$ cat src/rtl/seg7_pkg.sv
// Shared constants for the seven-segment frame decoder: active-low digit
// patterns (a..g, a at MSB) and the frame checker state encoding.
package seg7_pkg;

    localparam int unsigned SEG_W = 7;
    localparam int unsigned NIB_W = 4;

    localparam logic [SEG_W-1:0] SEG_0     = 7'b0000001;
    localparam logic [SEG_W-1:0] SEG_1     = 7'b1001111;
    localparam logic [SEG_W-1:0] SEG_2     = 7'b0010010;
    localparam logic [SEG_W-1:0] SEG_3     = 7'b0000110;
    localparam logic [SEG_W-1:0] SEG_4     = 7'b1001100;
    localparam logic [SEG_W-1:0] SEG_5     = 7'b0100100;
    localparam logic [SEG_W-1:0] SEG_6     = 7'b0100000;
    localparam logic [SEG_W-1:0] SEG_7     = 7'b0001111;
    localparam logic [SEG_W-1:0] SEG_8     = 7'b0000000;
    localparam logic [SEG_W-1:0] SEG_9     = 7'b0000100;
    localparam logic [SEG_W-1:0] SEG_A     = 7'b0001000;
    localparam logic [SEG_W-1:0] SEG_B     = 7'b1100000;
    localparam logic [SEG_W-1:0] SEG_C     = 7'b0110001;
    localparam logic [SEG_W-1:0] SEG_D     = 7'b1000010;
    localparam logic [SEG_W-1:0] SEG_E     = 7'b0110000;
    localparam logic [SEG_W-1:0] SEG_F     = 7'b0111000;
    localparam logic [SEG_W-1:0] SEG_BLANK = 7'b1111111;

    typedef enum logic [1:0] {
        IDLE = 2'd0,
        SYNC = 2'd1,
        LOCK = 2'd2,
        ERR  = 2'd3
    } state_e;

endpackage

$ cat src/rtl/seg7_digit_decode.sv
// Combinational decode of one active-low seven-segment pattern to a hex nibble.
// ALLOW_BLANK selects whether an all-off digit reads as 0 or as undecodable.
module seg7_digit_decode
    import seg7_pkg::*;
#(
    parameter bit ALLOW_BLANK = 1'b0
) (
    input  logic [SEG_W-1:0] pat_i,
    output logic [NIB_W-1:0] nibble_c,
    output logic             ok_c
);

    always_comb begin
        nibble_c = '0;
        ok_c     = 1'b1;
        case (pat_i)
            SEG_0:     nibble_c = 4'h0;
            SEG_1:     nibble_c = 4'h1;
            SEG_2:     nibble_c = 4'h2;
            SEG_3:     nibble_c = 4'h3;
            SEG_4:     nibble_c = 4'h4;
            SEG_5:     nibble_c = 4'h5;
            SEG_6:     nibble_c = 4'h6;
            SEG_7:     nibble_c = 4'h7;
            SEG_8:     nibble_c = 4'h8;
            SEG_9:     nibble_c = 4'h9;
            SEG_A:     nibble_c = 4'hA;
            SEG_B:     nibble_c = 4'hB;
            SEG_C:     nibble_c = 4'hC;
            SEG_D:     nibble_c = 4'hD;
            SEG_E:     nibble_c = 4'hE;
            SEG_F:     nibble_c = 4'hF;
            SEG_BLANK: ok_c     = ALLOW_BLANK;
            default:   ok_c     = 1'b0;
        endcase
    end

endmodule

$ cat src/rtl/seg7_frame_decoder.sv
// Two-digit seven-segment frame decoder with a +1 sequence checker.
// Stage 1 captures the raw frame; stage 2 registers the decode and FSM result.
module seg7_frame_decoder
    import seg7_pkg::*;
#(
    parameter int unsigned LOCK_RUN = 2
) (
    input  logic        clk,
    input  logic        rst,
    input  logic        clr,
    input  logic [13:0] seg_in,
    input  logic        seg_valid,
    output logic [7:0]  value,
    output logic        value_valid,
    output logic        bad_pat,
    output logic        locked,
    output logic        err,
    output logic [7:0]  frame_cnt
);

    localparam int unsigned RUN_W = 8;

    // Asynchronous assert, clock-aligned release of the internal reset.
    logic [1:0] rst_sync_q;
    logic       rst_n;

    always_ff @(posedge clk or negedge rst) begin
        if (!rst) rst_sync_q <= '0;
        else      rst_sync_q <= {rst_sync_q[0], 1'b1};
    end

    assign rst_n = rst_sync_q[1];

    logic [13:0]      s1_seg_q, s1_seg_d;
    logic             s1_vld_q, s1_vld_d;
    state_e           state_q, state_d;
    logic [7:0]       exp_q, exp_d;
    logic [RUN_W-1:0] run_q, run_d, run_inc;
    logic [7:0]       value_q, value_d;
    logic             value_valid_q, value_valid_d;
    logic             bad_pat_q, bad_pat_d;
    logic             locked_q, locked_d;
    logic             err_q, err_d;
    logic [7:0]       cnt_q, cnt_d;

    logic [NIB_W-1:0] hi_nib, lo_nib;
    logic             hi_ok, lo_ok;
    logic             frame_ok;
    logic [7:0]       frame_val;

    seg7_digit_decode #(.ALLOW_BLANK(1'b1)) u_dec_hi (
        .pat_i    (s1_seg_q[13:7]),
        .nibble_c (hi_nib),
        .ok_c     (hi_ok)
    );

    seg7_digit_decode #(.ALLOW_BLANK(1'b0)) u_dec_lo (
        .pat_i    (s1_seg_q[6:0]),
        .nibble_c (lo_nib),
        .ok_c     (lo_ok)
    );

    assign frame_ok  = hi_ok & lo_ok;
    assign frame_val = {hi_nib, lo_nib};
    assign run_inc   = run_q + RUN_W'(1);

    always_ff @(posedge clk or negedge rst_n) begin
        if (!rst_n) begin
            s1_seg_q      <= '0;
            s1_vld_q      <= 1'b0;
            state_q       <= IDLE;
            exp_q         <= '0;
            run_q         <= '0;
            value_q       <= '0;
            value_valid_q <= 1'b0;
            bad_pat_q     <= 1'b0;
            locked_q      <= 1'b0;
            err_q         <= 1'b0;
            cnt_q         <= '0;
        end else begin
            s1_seg_q      <= s1_seg_d;
            s1_vld_q      <= s1_vld_d;
            state_q       <= state_d;
            exp_q         <= exp_d;
            run_q         <= run_d;
            value_q       <= value_d;
            value_valid_q <= value_valid_d;
            bad_pat_q     <= bad_pat_d;
            locked_q      <= locked_d;
            err_q         <= err_d;
            cnt_q         <= cnt_d;
        end
    end

    // Next-state: clr wins over both stages; otherwise stage-1 frame drives the checker.
    always_comb begin
        s1_seg_d      = seg_in;
        s1_vld_d      = seg_valid & ~clr;
        state_d       = state_q;
        exp_d         = exp_q;
        run_d         = run_q;
        value_d       = value_q;
        value_valid_d = 1'b0;
        bad_pat_d     = 1'b0;
        cnt_d         = cnt_q;

        if (clr) begin
            state_d = IDLE;
            exp_d   = '0;
            run_d   = '0;
            cnt_d   = '0;
        end else if (s1_vld_q) begin
            if (!frame_ok) begin
                bad_pat_d = 1'b1;
                state_d   = ERR;
            end else begin
                value_valid_d = 1'b1;
                value_d       = frame_val;
                if (cnt_q != 8'hFF) cnt_d = cnt_q + 8'd1;
                case (state_q)
                    IDLE: begin
                        exp_d   = frame_val + 8'd1;
                        run_d   = '0;
                        state_d = SYNC;
                    end
                    SYNC: begin
                        exp_d = frame_val + 8'd1;
                        if (frame_val == exp_q) begin
                            run_d = run_inc;
                            if (run_inc == RUN_W'(LOCK_RUN)) state_d = LOCK;
                        end else begin
                            run_d = '0;
                        end
                    end
                    LOCK: begin
                        if (frame_val == exp_q) exp_d = frame_val + 8'd1;
                        else                    state_d = ERR;
                    end
                    default: state_d = ERR;
                endcase
            end
        end
    end

    assign locked_d = (state_d == LOCK);
    assign err_d    = (state_d == ERR);

    assign value       = value_q;
    assign value_valid = value_valid_q;
    assign bad_pat     = bad_pat_q;
    assign locked      = locked_q;
    assign err         = err_q;
    assign frame_cnt   = cnt_q;

endmodule

$ cat config.mk
export PLATFORM = sky130hd
export DESIGN_NAME = seg7_frame_decoder
export DESIGN_NICKNAME = d
export VERILOG_FILES = /design/src/rtl/seg7_pkg.sv /design/src/rtl/seg7_digit_decode.sv /design/src/rtl/seg7_frame_decoder.sv
export SDC_FILE = /design/constraint.sdc
export NUM_CORES = 1
export LEC_CHECK = 0
export ABC_CLOCK_PERIOD_IN_PS = 2240
export CAP_MARGIN = 0
export CORE_AREA = 10 10 106 127
export DETAILED_ROUTE_END_ITERATION = 6
export DIE_AREA = 0 0 116 137
export PLACE_DENSITY = 0.54
export SYNTH_ARGS = -nofsm -noshare
export SYNTH_HDL_FRONTEND = slang
export SYNTH_SLANG_ARGS = --single-unit
$ cat constraint.sdc
create_clock -name clk -period 2.24 [get_ports clk]
set_input_delay 0.672 -clock clk [delete_from_list [all_inputs] [get_ports clk]]
set_output_delay 0.672 -clock clk [all_outputs]
set_load 0.005 [all_outputs]
# After elaboration in Yosys (flattened, before gate mapping)
# Cells that the tools add are included.
# Widths: inputs -> output; s select.
# op_classes
add_sub_neg	3
n_eq_ne	39
mux	31
bitwise	3
reduce_logical	15
# op_table
cell	count
$pmux 4 s15	2
$mux 8	12
$eq 7x6->1 const B	10
$eq 7x7->1 const B	9
$pmux 8 s2	2
$eq 7x3->1 const B	4
$eq 7x4->1 const B	4
$add 8x1->8 const B	3
$reduce_or 17->1	1
$reduce_or 16->1	1
$eq 7x1->1 const B	2
$eq 7x5->1 const B	2
$logic_not 7->1	2
$mux 2	6
$reduce_and 3->1	3
$eq 8x2->1 const B	1
$eq 8x8->1	1
$mux 1	8
$ne 8x8->1 const B	1
$eq 2x2->1 const B	3
$pmux 2 s3	1
$reduce_bool 2->1	3
$reduce_bool 3->1	2
$reduce_and 4->1	1
6 further kinds	7
# totals
regBits	55
inputBits	18
out_inout_bits	20
elab_cells	103

# Longest topological paths before layout
# depth
ltp_word	9
mapped_depth	11
mapped_depth_nobuf	9

# Hierarchy
# Synthesis repeated with hierarchy kept, for this count alone.
# unflattened
hier_cells	328
hier_area_um2	3339.5
# by_module_without_submodules
module	n_inst	cells_each	area_per_inst_um2	seq_area_each_um2
seg7_frame_decoder	1	216	2587.5	1376.3
seg7_digit_decode at u_dec_lo	1	56	379.1	0.0
seg7_digit_decode at u_dec_hi	1	56	372.9	0.0

# Least setup slack after synthesis
# No wires, ideal clock.
# synth_path
kind	register to register
startpoint	reg s1_seg_q[7]
endpoint	reg exp_q[3]
setup_ns	0.078
arrival_time_ns	2.662
t_required_ns	2.162
setup_slack_ns	-0.500
stages_incl_launch_ff	10
path_buffers	1
period_less_slack_ns	2.740
path_cell_list	dfrtp_1 buf_6 and2_4 or4b_4 nand4_2 or4b_4 nor4_4 a41oi_2 or4b_1 a21oi_1
# synth_via
elab_chain_len	6
elab_cells_between_ends	25
classes_between	18 x eq/ne; 2 x mux; 1 x bitwise; 4 x reduce/logical
# synth_lines
item	line	text
start, declared	seg7_frame_decoder.sv:34	logic [13:0] s1_seg_q, s1_seg_d;
start signal, assigned	seg7_frame_decoder.sv:81	s1_seg_q <= s1_seg_d;
parallel branches: the longest is 5 deep, another holds $pmux 4 s15	--	
$reduce_and 4->1 (no source line) (*)	--	
end signal, assigned	seg7_frame_decoder.sv:84	exp_q <= exp_d;
end, declared	seg7_frame_decoder.sv:37	logic [7:0] exp_q, exp_d;
# Every way passes the cells marked *.
# A chain may end at the register's enable or synchronous reset.

# Final worst setup path
# layout_path
startpoint	reg s1_seg_q[6]
endpoint	reg exp_q[3]
# layout_via
elab_chain_len	8
elab_cells_between_ends	30
classes_between	1 x add/sub; 17 x eq/ne; 7 x mux; 1 x bitwise; 4 x reduce/logical
# layout_lines
item	line	text
$eq 7x6->1 (tied with other cells)	seg7_digit_decode.sv:16	case (pat_i)
$pmux 4 s15	seg7_digit_decode.sv:16	
$add 8x1->8	seg7_frame_decoder.sv:122, seg7_frame_decoder.sv:127, seg7_frame_decoder.sv:136	
$mux 8	seg7_frame_decoder.sv:136	if (frame_val == exp_q) exp_d = frame_val + 8'd1;
$pmux 8 s2	seg7_frame_decoder.sv:120	case (state_q)
$mux 8	seg7_frame_decoder.sv:113	if (!frame_ok) begin
$mux 8	seg7_frame_decoder.sv:112	end else if (s1_vld_q) begin
$mux 8	seg7_frame_decoder.sv:107	if (clr) begin
# Several ways; a longest one is shown, not always the timed one. The select of a mux whose other input is x is not followed.

==> impl_metrics.sql <==
INSERT INTO impl_metrics (metric_group, metric, value, unit) VALUES
('timing', 'timing.fmax', '361', 'MHz'),
('synth', 'yosysTopAreaCell', 'sky130_fd_sc_hd__dfrtp_1', ''),
('run_status', 'outcome', 'complete, but fails checks', ''),
('clock_tree', 'numCtsBuffers', '5', ''),
('timing', 'fin_crit_sh', '124', '%'),
('timing', 'final_layout_setup_total_negative_slack', '-12.16', 'ns'),
('setup_path', 'worst_setup_path_startpoint', 's1_seg_q[6]', ''),
('hold_path', 'timing.hold.worst.class', 'reg -> async', ''),
('placed_design', 'port_buffers', '37', ''),
('synth', 'async_reset_ff_share', '100', '%'),
('die', 'floorplan.initialDensity', '29.5', '%'),
('routing', 'vias_post_dr', '2967', ''),
('synth', 'seq_total_area_yosys', '42.6', '%'),
('timing', 'setup_violations', '38', ''),
('die', 'floorplan_die_area', '0.0159', 'mm^2'),
('global_routing', 'congestion_overflow_gr', '0', ''),
('global_routing', 'groute.layer.met3.usage', '2.19', '%'),
('global_routing', 'wire_length_of_the_first_global_routing_pass', '14.6', 'mm'),
('die', 'fp.coreArea', '0.0109', 'mm^2'),
('global_routing', 'number_of_antenna_violations_at_the_first_check_in_global_routing', '0', ''),
('clock_tree', 'clock_path_buffers', '2', ''),
('final_layout', 'layout_commonest_cell', 'sky130_fd_sc_hd__buf_4', ''),
('final_layout', 'final.fill_count', '1051', ''),
('timing', 'fin_ws', '-0.532', 'ns'),
('clock_tree', 'clkSlewWorstSetupHoldPaths', '0.08', 'ns'),
('setup_path', 'critical_setup_path_class', 'reg -> reg', ''),
('routing', 'antenna_left', '0', ''),
('setup_path', 'cp_max_fo', '6', ''),
('timing', 'period_needed', '2.77', 'ns'),
('clock_tree', 'cts_tree', 'yes', ''),
('routing', 'drt-initial-drc-count', '102', ''),
('final_layout', 'layout.cells.non_filler', '587', ''),
('timing', 'rsz_0062_raised_after_global_routing', 'true', ''),
('global_routing', 'pin_count_of_the_biggest_net_entering_global_routing', '54', ''),
('global_routing', 'global_route.peak_usage_layer', 'met2', ''),
('setup_path', 'worst-r2r-cell-count', '8', ''),
('global_routing', 'grt_util_met1', '12.3', '%'),
('routing', 'drt_pre_antenna_iters', '4', ''),
('pwr', 'report.power.total', '2.22', 'mW'),
('setup_path', 'cp.arrival', '3.00', 'ns'),
('placed_design', 'pre_cts_ws', '-0.574', 'ns'),
('run_status', 'violations', 'setup timing', ''),
('placed_design', 'dp_cells', '567', ''),
('synth', 'dominantRegCellSynth', 'sky130_fd_sc_hd__dfrtp_1', ''),
('synth', 'edff_count_synth', '0', ''),
('synth', 'yosys.area.top_type_share', '42.6', '%'),
('setup_path', 'critical_path.startpoint_type', 'flip-flop', ''),
('clock_tree', 'cts.root.buffer_cell', 'sky130_fd_sc_hd__clkbuf_16', ''),
('synth', 'ys_top_cells_by_area', 'sky130_fd_sc_hd__dfrtp_1, sky130_fd_sc_hd__xnor2_1, sky130_fd_sc_hd__nand2_1', ''),
('clock_tree', 'numClockSinks', '55', ''),
('pwr', 'vdd.ir_drop.worst', '438', 'uV'),
('global_routing', 'gr-usage-all-layers', '11.2', '%'),
('final_layout', 'finalNetCount', '476', ''),
('routing', 'routed_via_density', '5.05', ''),
('setup_path', 'r2r-start', 's1_seg_q[6]', ''),
('synth', 'synth_cell_types', '68', ''),
('pwr', 'static-leakage-power', '2.14', 'nW'),
('global_routing', 'via_count_of_the_first_global_routing_pass', '3110', ''),
('pwr', 'cellPowerDensity', '444', 'mW/mm^2'),
('timing', 'timing_max_transition_violations_final', '0', ''),
('die', 'chipWidth', '116', 'um'),
('setup_path', 'end_kind', 'flip-flop', ''),
('global_routing', 'grt_use_met2', '20.8', '%'),
('timing', 'worst_clock_skew', '0.0128', 'ns'),
('synth', 'synth_seq_cells', '55', ''),
('clock_tree', 'clock_latency', '0.30', 'ns'),
('clock_tree', 'cts.htree.levels', '2', ''),
('synth', 'synth.avg_cell_area', '9.72', 'um^2'),
('placed_design', 'place_congestion', '0.869', ''),
('routing', 'routed_wire_length_per_instance', '14.8', 'um'),
('final_layout', 'relative_area_change_from_synthesis_to_final_layout', '54.9', '%');
flip-flops by register name, indices dropped and copies added (netlist names):
| name | flops |
|---|---|
| bad_pat | 1 |
| err | 1 |
| exp_q | 8 |
| frame_cnt | 8 |
| locked | 1 |
| rst_sync_q | 2 |
| run_q | 8 |
| s1_seg_q | 14 |
| s1_vld_q | 1 |
| state_q | 2 |
| value | 8 |
| value_valid | 1 |
metrics by stage:
step	hold slack [ns]	utilization, %	cell area [um^2]
global placement	0.272	40.9	4480
CTS	0.282	43.7	4780
global route	0.299	45.7	5000
floorplan	0.331	-	3420
finish	0.261	45.7	5000
detailed placement	0.277	40.9	4480
where the power goes:
group	switching, mW	internal (mW)
Clock	0.371	0.420
Sequential	0.0286	1.02
Combinational	0.171	0.205
logic make-up after synthesis:
logic type	synth area share, %
muxes	1.74
buffers and inverters	5.35
xor gates and xnor gates	6.24
DFF	42.6
AOI/OAI and AO/OA	15.4
and+or+nand+nor	26.9
adders and majority gates	1.55
other	0.116
area by class of cell:
type	count	area [um^2]	share of cell area (%)
sequential	55	1380	27.7
tap	132	165	3.30
timing repair buffer	137	1210	24.2
clock buffer	6	129	2.58
inverter	10	37.5	0.751
clock inverter	2	17.5	0.350
multi-input combinational	245	2050	41.1
routing by layer:
layer,vias up,routed length [um]
li1,1457,-
met1,1453,3620
met2,47,4670
met3,10,250
met4,0,157
met5,-,0
worst paths after layout:
check | to | slack (ns)
min in group clk | rst_sync_q[1] | 0.37
max in group asynchronous | rst_sync_q[1] | 1.57
max reg2reg | exp_q[3] | -0.53
min reg2reg | value[7] | 0.26
max | exp_q[3] | -0.53
min | value[7] | 0.26
worst max-delay path, stage by stage, from the launching register on:
cell and delay [ns]:
sky130_fd_sc_hd__dfrtp_2 0.45, sky130_fd_sc_hd__nor4b_4 0.34, sky130_fd_sc_hd__a32oi_2 0.16, sky130_fd_sc_hd__and4_1 0.24
sky130_fd_sc_hd__or4b_4 0.54, sky130_fd_sc_hd__nor4_4 0.17, sky130_fd_sc_hd__a41oi_2 0.16, sky130_fd_sc_hd__or4b_1 0.52
sky130_fd_sc_hd__a21oi_1 0.13
Yosys cell counts (all sizes together) (5+ instances only):
library cell  count
nand4             8
nor4              9
a31oi             7
inv              10
nor3b             8
nand3            10
nor2             23
and3              7
nand2            24
o21ai            15
buf              17
nor4b             8
a22o              6
nor2b             5
dfrtp            55
nor3             14
mux2              5
xor2              9
xnor2            14
a21oi            12
what timing repair did:
| action | 4_1_cts | 5_1_grt |
|---|---|---|
| setup endpoints to repair | 37 | 38 |
| setup buffers | 5 | 7 |
| endpoints found under the hold margin | 0 | 0 |
| resized for setup | 24 | 39 |
| cloned | 0 | 0 |
| pin swaps | 5 | 16 |
No activity file was read; power rests on OpenSTA's default activity.
==> RTL edit, RTL diff (same settings) <==
Put one more register stage on the output `err`. The value now appears one clock later. The other outputs are not delayed to match.
--- a/src/rtl/seg7_frame_decoder.sv
+++ b/src/rtl/seg7_frame_decoder.sv
@@ -151,3 +151,5 @@
     assign locked      = locked_q;
-    assign err         = err_q;
+    always_ff @(posedge clk) begin
+        err <= err_q;
+    end
     assign frame_cnt   = cnt_q;
Formal check against the unedited RTL: not equivalent (a bounded check fails within 10 cycles, from zero or initial values and one cycle with rst low).
==> RTL edit against the original RTL <==
The flow still finishes with violations (setup timing). Sequential share of layout area is 0.61 points lower. Power is 2.8% higher. Sequential cell count is 1 higher. Worst setup slack better by 0.029 ns. Design area is 4.0% higher. Area after synthesis is 0.31% higher. Routed wire length is 1.4% higher. Clock power is 3% higher. Via count is 1.4% higher. First-iteration DRC count is 14% lower. Synthesized cell count is 0.30% higher. Count of clock-buffer cells in the layout is 1 lower. Largest cell class unchanged.
==> RTL edit: results (changes against the original RTL) <==
set qor(grt_use_met2_pct) 21.2 ;# was 20.8%
set qor(non_clock_buffer_count) 139 ;# was 137
set qor(non_clock_buffer_contribution_to_total_cell_area_pct) 24.5 ;# was 24.2%
set qor(met3WireLength_um) 261 ;# was 250 um
set qor(number_of_global_route_vias_before_repair) 3154 ;# was 3,110
set qor(mappedNetlistNets) 355 ;# was 354
set qor(met1_length_um) 3470 ;# was 3620 um
set qor(detail_route.wirelength_um) 8820 ;# was 8700 um
set qor(postPlaceCellArea_um2) 4360 ;# was 4480 um^2
set qor(worst-slew-pin-transition_ns) 0.513
set qor(reg_to_reg_end) {exp_q[4]} ;# was exp_q[3]
set qor(setup_slack_ns) -0.503 ;# was -0.532 ns
set qor(utilization_pct) 47.6 ;# was 45.7%
set qor(placed_cells_incl_taps) 553 ;# was 567
set qor(vdd_drop_max_mv) 0.276 ;# was 0.438 mV
set qor(critical_path.startpoint) {s1_seg_q[1]} ;# was s1_seg_q[6]
set qor(avgRoutedWirePerCell_um) 15.0 ;# was 14.8 um
set qor(worst_clock_skew_ns) 0.00932 ;# was 0.0128 ns
set qor(status) {finished, violations left} ;# unchanged
set qor(hpwl_um) 6290 ;# was 6550 um
set qor(first_iter_violations) 88 ;# was 102
set qor(power.leakage_nw) 2.21 ;# was 2.14 nW
set qor(synth.ff_latch_count) 56 ;# was 55
set qor(timing.final.setup_violations) 37 ;# was 38
set qor(synth_area_per_cell_um2) 9.72 ;# about the same
set qor(postSynth.asyncResetShare_pct) 98.2 ;# was 100%
set qor(synth-xor-area-share_pct) 6.22 ;# was 6.24%
set qor(met2RoutedLength_um) 4860 ;# was 4670 um
set qor(pin_count_of_the_biggest_net_entering_global_routing) 24 ;# was 54
set qor(vias) 3010 ;# was 2,967
set qor(arrival_ns) 2.94 ;# was 3.00 ns
set qor(drive_above_1_share_pct) 43.4 ;# was 39.6%
set qor(global_route.usage.met1_pct) 12.5 ;# was 12.3%
set qor(pre_cts_ws_ns) -0.590 ;# was -0.574 ns
set qor(fillers) 1020 ;# was 1,051
set qor(clock_cell_area_share_pct) 2.89 ;# was 2.93%
set qor(post_synth_mux_area_share_pct) 1.74 ;# about the same
set qor(post_synth_main_area_contributors) {dfrtp_1, xnor2_1, nand2_1} ;# unchanged
set qor(multi_input_logic_area_um2) 2170 ;# was 2050 um^2
set qor(peak_fanout_along_the_critical_path) 7 ;# was 6
set qor(synth_sequential_area_ratio_pct) 43.1 ;# was 42.6%
set qor(groute.usage.overall_pct) 11.5 ;# was 11.2%
set qor(total_negative_setup_slack_ns) -11.37 ;# was -12.16 ns
set qor(layout.area.seq_um2) 1410 ;# was 1380 um^2
set qor(nets) 479 ;# was 476
set qor(first_pass_grt_wire_length_um) 15000 ;# was 14,600 um
set qor(violations) {setup timing} ;# unchanged
set qor(gp_congestion) 0.817 ;# was 0.869
[RTL edit: how the worst min path moves through the flow]
stage	from	to	slack, ns	depth (start not counted)
floorplan	err_q	err	0.32	0
global placement	rst_sync_q[1]	value[5]	0.25	0
detailed placement	rst_sync_q[1]	value[7]	0.25	0
CTS	rst_sync_q[1]	value[7]	0.26	0
global route	rst_sync_q[1]	frame_cnt[7]	0.29	0
finish	rst_sync_q[1]	value[7]	0.24	0
[RTL edit: repair_timing]
action                     in CTS  in global routing
pin swaps                      31                 21
setup buffers                  23                  6
setup endpoints to repair      38                 37
gates resized for setup        73                 32
gates cloned                    2                  0
[RTL edit: where the power goes]
group | total, mW | internal (mW) | switching, mW
Combinational | 0.385 | 0.219 | 0.166
Sequential | 1.08 | 1.04 | 0.0428
Clock | 0.811 | 0.424 | 0.387
Total | 2.28 | 1.68 | 0.596
